File: src/rtl/sseg_mux_driver.sv
// rtl/sseg_mux_driver.sv - two-digit multiplexed 7-segment driver with frame-synchronous update
//
// Shows an 8-bit value as two hex digits on one shared segment bus. The
// frame cycles DIG0 -> BLANK0 -> DIG1 -> BLANK1. Each digit period is
// followed by an all-off gap. A new value is captured into "pending" on
// load_i. It moves to "shown" only on the edge leaving BLANK1, so a frame
// never mixes old and new digits.
//
// Optional build macro: SSEG_LEADING_ZERO_BLANK_EN
//   When defined, a zero high nibble leaves the DIG1 segments dark.
//   dig_en_o and dp_o are not affected.
//
// Ports
//   clock_i        system clock, all state on posedge
//   reset_n_i      asynchronous active-low reset
//   value_i[7:0]   accumulator value to display
//   load_i         capture value_i into the pending register
//   seg_o[6:0]     segments {g,f,e,d,c,b,a}; inverted when SEG_ACTIVE_LOW=1
//   dp_o           decimal point: pending value not yet shown (DIG1 only)
//   dig_en_o[1:0]  one-hot digit enable, [0]=low nibble, [1]=high nibble
//   frame_start_o  pulse in the first DIG0 cycle of each frame
module sseg_mux_driver #(
   parameter int unsigned DIG_CYCLES     = 1000,
   parameter int unsigned BLANK_CYCLES   = 16,
   parameter bit          SEG_ACTIVE_LOW = 1'b0
) (
   input  logic       clock_i,
   input  logic       reset_n_i,
   input  logic [7:0] value_i,
   input  logic       load_i,
   output logic [6:0] seg_o,
   output logic       dp_o,
   output logic [1:0] dig_en_o,
   output logic       frame_start_o
);

   localparam int unsigned MAX_CYCLES = (DIG_CYCLES > BLANK_CYCLES) ? DIG_CYCLES : BLANK_CYCLES;
   localparam int unsigned CNT_W      = $clog2(MAX_CYCLES + 1);
   localparam logic [CNT_W-1:0] DIG_LAST   = CNT_W'(DIG_CYCLES - 1);
   localparam logic [CNT_W-1:0] BLANK_LAST = CNT_W'(BLANK_CYCLES - 1);

   typedef enum logic [1:0] {
      ST_DIG0   = 2'd0,
      ST_BLANK0 = 2'd1,
      ST_DIG1   = 2'd2,
      ST_BLANK1 = 2'd3
   } state_e;

   state_e           state_q, state_d;
   logic [CNT_W-1:0] cnt_q, cnt_d;
   logic [7:0]       pending_q, pending_d;
   logic [7:0]       shown_q, shown_d;
   logic             dirty_q, dirty_d;
   logic             state_last;
   logic             frame_edge;
   logic [6:0]       seg_raw;
   logic             dp_raw;

   function automatic logic [6:0] hex7(input logic [3:0] nib);
      logic [6:0] s;
      case (nib)
         4'h0: s = 7'h3F;
         4'h1: s = 7'h06;
         4'h2: s = 7'h5B;
         4'h3: s = 7'h4F;
         4'h4: s = 7'h66;
         4'h5: s = 7'h6D;
         4'h6: s = 7'h7D;
         4'h7: s = 7'h07;
         4'h8: s = 7'h7F;
         4'h9: s = 7'h6F;
         4'hA: s = 7'h77;
         4'hB: s = 7'h7C;
         4'hC: s = 7'h39;
         4'hD: s = 7'h5E;
         4'hE: s = 7'h79;
         default: s = 7'h71;
      endcase
      return s;
   endfunction

   // State register. Reset parks in BLANK1 so the first frame starts
   // with a full blank gap.
   always_ff @(posedge clock_i or negedge reset_n_i) begin
      if (!reset_n_i) begin
         state_q <= ST_BLANK1;
         cnt_q   <= '0;
      end else begin
         state_q <= state_d;
         cnt_q   <= cnt_d;
      end
   end

   // Next-state logic.
   always_comb begin
      state_d    = state_q;
      cnt_d      = cnt_q + CNT_W'(1);
      state_last = ((state_q == ST_DIG0) || (state_q == ST_DIG1)) ? (cnt_q == DIG_LAST)
                                                                   : (cnt_q == BLANK_LAST);
      if (state_last) begin
         cnt_d = '0;
         case (state_q)
            ST_DIG0:   state_d = ST_BLANK0;
            ST_BLANK0: state_d = ST_DIG1;
            ST_DIG1:   state_d = ST_BLANK1;
            default:   state_d = ST_DIG0;
         endcase
      end
   end

   assign frame_edge = (state_q == ST_BLANK1) && state_last;

   // Data path. At the frame edge, shown takes the pre-edge pending value.
   // A load on that same edge refills pending and keeps dirty set.
   always_comb begin
      pending_d = pending_q;
      shown_d   = shown_q;
      dirty_d   = dirty_q;
      if (frame_edge) begin
         shown_d = pending_q;
         dirty_d = load_i;
      end else if (load_i) begin
         dirty_d = 1'b1;
      end
      if (load_i) begin
         pending_d = value_i;
      end
   end

   always_ff @(posedge clock_i or negedge reset_n_i) begin
      if (!reset_n_i) begin
         pending_q <= '0;
         shown_q   <= '0;
         dirty_q   <= 1'b0;
      end else begin
         pending_q <= pending_d;
         shown_q   <= shown_d;
         dirty_q   <= dirty_d;
      end
   end

   // Output decode. Only registered state feeds it, so outputs change
   // only at state edges and go dark as soon as reset is asserted.
   always_comb begin
      seg_raw       = 7'h00;
      dp_raw        = 1'b0;
      dig_en_o      = 2'b00;
      frame_start_o = 1'b0;
      case (state_q)
         ST_DIG0: begin
            dig_en_o      = 2'b01;
            seg_raw       = hex7(shown_q[3:0]);
            frame_start_o = (cnt_q == '0);
         end
         ST_DIG1: begin
            dig_en_o = 2'b10;
            dp_raw   = dirty_q;
`ifdef SSEG_LEADING_ZERO_BLANK_EN
            seg_raw  = (shown_q[7:4] == 4'h0) ? 7'h00 : hex7(shown_q[7:4]);
`else
            seg_raw  = hex7(shown_q[7:4]);
`endif
         end
         default: begin
         end
      endcase
   end

   assign seg_o = seg_raw ^ {7{SEG_ACTIVE_LOW}};
   assign dp_o  = dp_raw ^ SEG_ACTIVE_LOW;

endmodule

File: config.mk
export PLATFORM = sky130hd
export DESIGN_NAME = sseg_mux_driver
export DESIGN_NICKNAME = d
export VERILOG_FILES = /design/src/rtl/sseg_mux_driver.sv
export SDC_FILE = /design/constraint.sdc
export NUM_CORES = 1
export LEC_CHECK = 0
export ABC_AREA = 0
export CAP_MARGIN = 40
export CORE_UTILIZATION = 45
export DETAILED_ROUTE_END_ITERATION = 7
export GPL_TIMING_DRIVEN = 1
export HOLD_SLACK_MARGIN = 0.02
export PLACE_DENSITY = 0.67
export SYNTH_ARGS = -nofsm -noshare
export SYNTH_HDL_FRONTEND = slang
export SYNTH_SLANG_ARGS = --single-unit
export TNS_END_PERCENT = 20
File: constraint.sdc
create_clock -name clock_i -period 3.7 [get_ports clock_i]
set_input_delay 1.11 -clock clock_i [delete_from_list [all_inputs] [get_ports clock_i]]
set_output_delay 1.11 -clock clock_i [all_outputs]
set_load 0.02 [all_outputs]
==> flow_summary.ini <==
[status]
outcome = finished, final reports clean

[floorplanning]
die_x_um = 66.0
pin_count = 22
die_y_um = 66.0
initial_core_util_pct = 48.5
core_um2 = 3800
rows = 22
fp.dieArea_um2 = 4350

[yosys]
yosysTopAreaCellShare_pct = 36.7
async_reset_ff_share_pct = 100
yosysWarnings = 0
synth_edf_count = 0
synth-seq-cells = 29
ys_types = 41
yosysMostFrequentCell = dfrtp_1
yosys-top-cells-count = dfrtp_1 (27), ha_1 (16), mux2_2 (16)
synthFlopType = dfrtp_1
syn_area_um2 = 1840
synth_fp_nets = 205
synth.avg_cell_area_um2 = 10.3
ys_seq_area_share_pct = 39.6
synth_top_cell_by_area = dfrtp_1
synth_cells = 178
synth_area_leaders = dfrtp_1 (37%), ha_1 (11%), mux2_2 (9.8%)

[drt]
firstDrtPassIters = 4
wl_met2_um = 1720
drt_iter0_drc = 100
drt_wl_total_um = 3600
vias = 1389
antenna_left = 0
routed_via_density = 5.58
top_layer_used = met4
wl_met3_um = 131
wl_met1_um = 1710
drc = 0
wire_per_inst_um = 14.4

[clocking]
cts_buffers = 5
htreeDepth = 2
clock-sinks = 29
cts_tree = built
post_cts_resized = 0
path_clk_slew_ns = 0.06
insertion_delay_ns = 0.27
cts_hold_buf = 0
clock_path_buffers = 2
post_cts_buffers = 0
cts_root_buffer = clkbuf_8

[cells_and_area]
final_nets = 227
area.growth.synth_to_final_pct = 17.6
antenna_cells = 0
drive_above_1_share_pct = 14.9
post-route-util_pct = 57.0

[placed_design]
finalWeightedCongestion = 0.927
dp_hpwl_um = 2690
port_buffers = 21

[job]
maxCapViolations = 0

[setup_path]
worstSetupPathType = reg -> out
crit_arrival_ns = 2.39
path_max_fanout = 5
reg2reg_depth = 5
slowest_stage = clkdlybuf4s50_1
endpoint_kind = output pin
crit_top_cell = inv_1
path_cells = inv_1, ha_1, inv_1, mux4_2, o22ai_1, clkdlybuf4s50_1
crit_required_ns = 2.59
startpoint_type = register
slowest_delay_ns = 0.62

[global_route]
grt_overflow_total = 0
antenna_found_initial = 0
grt_pass1_wl_um = 6240
first_global_vias = 1341
track_usage_pct = 19.1
grt_max_degree = 30

[sta]
holdWs_ns = 0.511
tightest_slew_ns = 0.448
hold_viol = 0
setup_violations = 0
finalSetupTns_ns = 0
rsz0062_at_grt = false
layout_min_cycle_time_ns = 3.50
drv_slew = 0
relSlewSlack_pct = 70.1
finClkSkew_ns = 0.00407
finalCritPeriodShare_pct = 94.5
maxClockFrequency_mhz = 286

[power]
ir_worst_vdd_v = 0.000295
leakage_uw = 0.000899
pwr_density_cell_nw_per_um2 = 280
p_total_uw = 606

[worst_hold_path]
min_path_cells = 1
hp-class = reg -> reg
-- state kept, by name, indices dropped and copies added, names as in the netlist --
name / flops
cnt_q: 10
state_q: 2
dirty_q: 1
pending_q: 8
shown_q: 8
-- report_power, final --
group	internal (uW)	total, uW	switching (uW)
registers	326	331	4.65
logic	17.7	28.9	11.2
clock network	133	247	113
-- metal layers --
metal	up-vias	GRT usage, %
li1	668	-
met1	683	24.7
met2	33	31.6
met3	5	5.00
met4	0	5.05
met5	-	0
-- through the flow --
step                      cell area (um^2)  cells  setup slack (ns)
final                                 2160    249             0.204
after global placement                2080    241             0.520
after CTS                             2160    249             0.198
after detailed placement              2080    241             0.494
after global routing                  2160    249            0.0354
after floorplan                       1840    178             0.992
-- final timing paths --
| check | startpoint | endpoint | slack (ns) |
|---|---|---|---|
| max | shown_q[0]$_DFFE_PN0P_ | seg_o[3] | 0.20 |
| min in group asynchronous | reset_n_i | pending_q[0]$_DFFE_PN0P_ | 1.21 |
| max reg2reg | state_q[0]$_DFFE_PN1N_ | state_q[1]$_DFFE_PN1N_ | 1.41 |
| min | pending_q[1]$_DFFE_PN0P_ | shown_q[1]$_DFFE_PN0P_ | 0.51 |
| min reg2reg | pending_q[1]$_DFFE_PN0P_ | shown_q[1]$_DFFE_PN0P_ | 0.51 |
| max in group asynchronous | reset_n_i | state_q[0]$_DFFE_PN1N_ | 2.17 |
-- layout by cell type (no fill, tap or decap), types with 2 or more instances in the layout --
cell,count
a211oi_1,2
a21oi_1,3
a31oi_1,6
and4_1,2
clkbuf_1,3
clkbuf_8,5
clkdlybuf4s50_1,21
dfrtp_1,27
dfstp_2,2
ha_1,16
inv_1,15
mux2_2,16
mux2i_1,3
mux4_2,2
nand2_1,13
nand2b_1,5
nand3_1,3
nand4_1,2
nor2_1,13
nor2b_1,2
nor3_1,4
o21ai_0,7
o22ai_1,4
o32ai_1,2
xnor2_1,3
xor2_1,4
-- logic make-up (layout without fill, tap and decap cells) --
logic type	count (synthesis)	after routing	synth area share (%)
and+or+nand+nor	51	51	15.0
AOI/OAI and AO/OA	31	31	11.8
DFF	29	29	39.6
muxes	22	22	14.5
buffers and inverters	22	45	4.89
adders and majority gates	16	16	10.9
xor gates and xnor gates	7	7	3.33
-- worst max-delay path, delay by kind of cell (launching register included) --
kind / cells / cell delay, ns
fa+ha+maj: 1 / 0.31
compound gates: 1 / 0.13
buf+inv: 3 / 0.78
mux: 1 / 0.44
flops: 1 / 0.44
-- area by class of cell --
type / instances / area [um^2]
fill: 331 / 1630
multi-input combinational: 127 / 1020
sequential: 29 / 728
timing repair buffer: 22 / 218
clock buffer: 8 / 80.1
tap: 48 / 60.1
inverter: 15 / 56.3
Note: power is estimated with default switching activity, not from simulation.
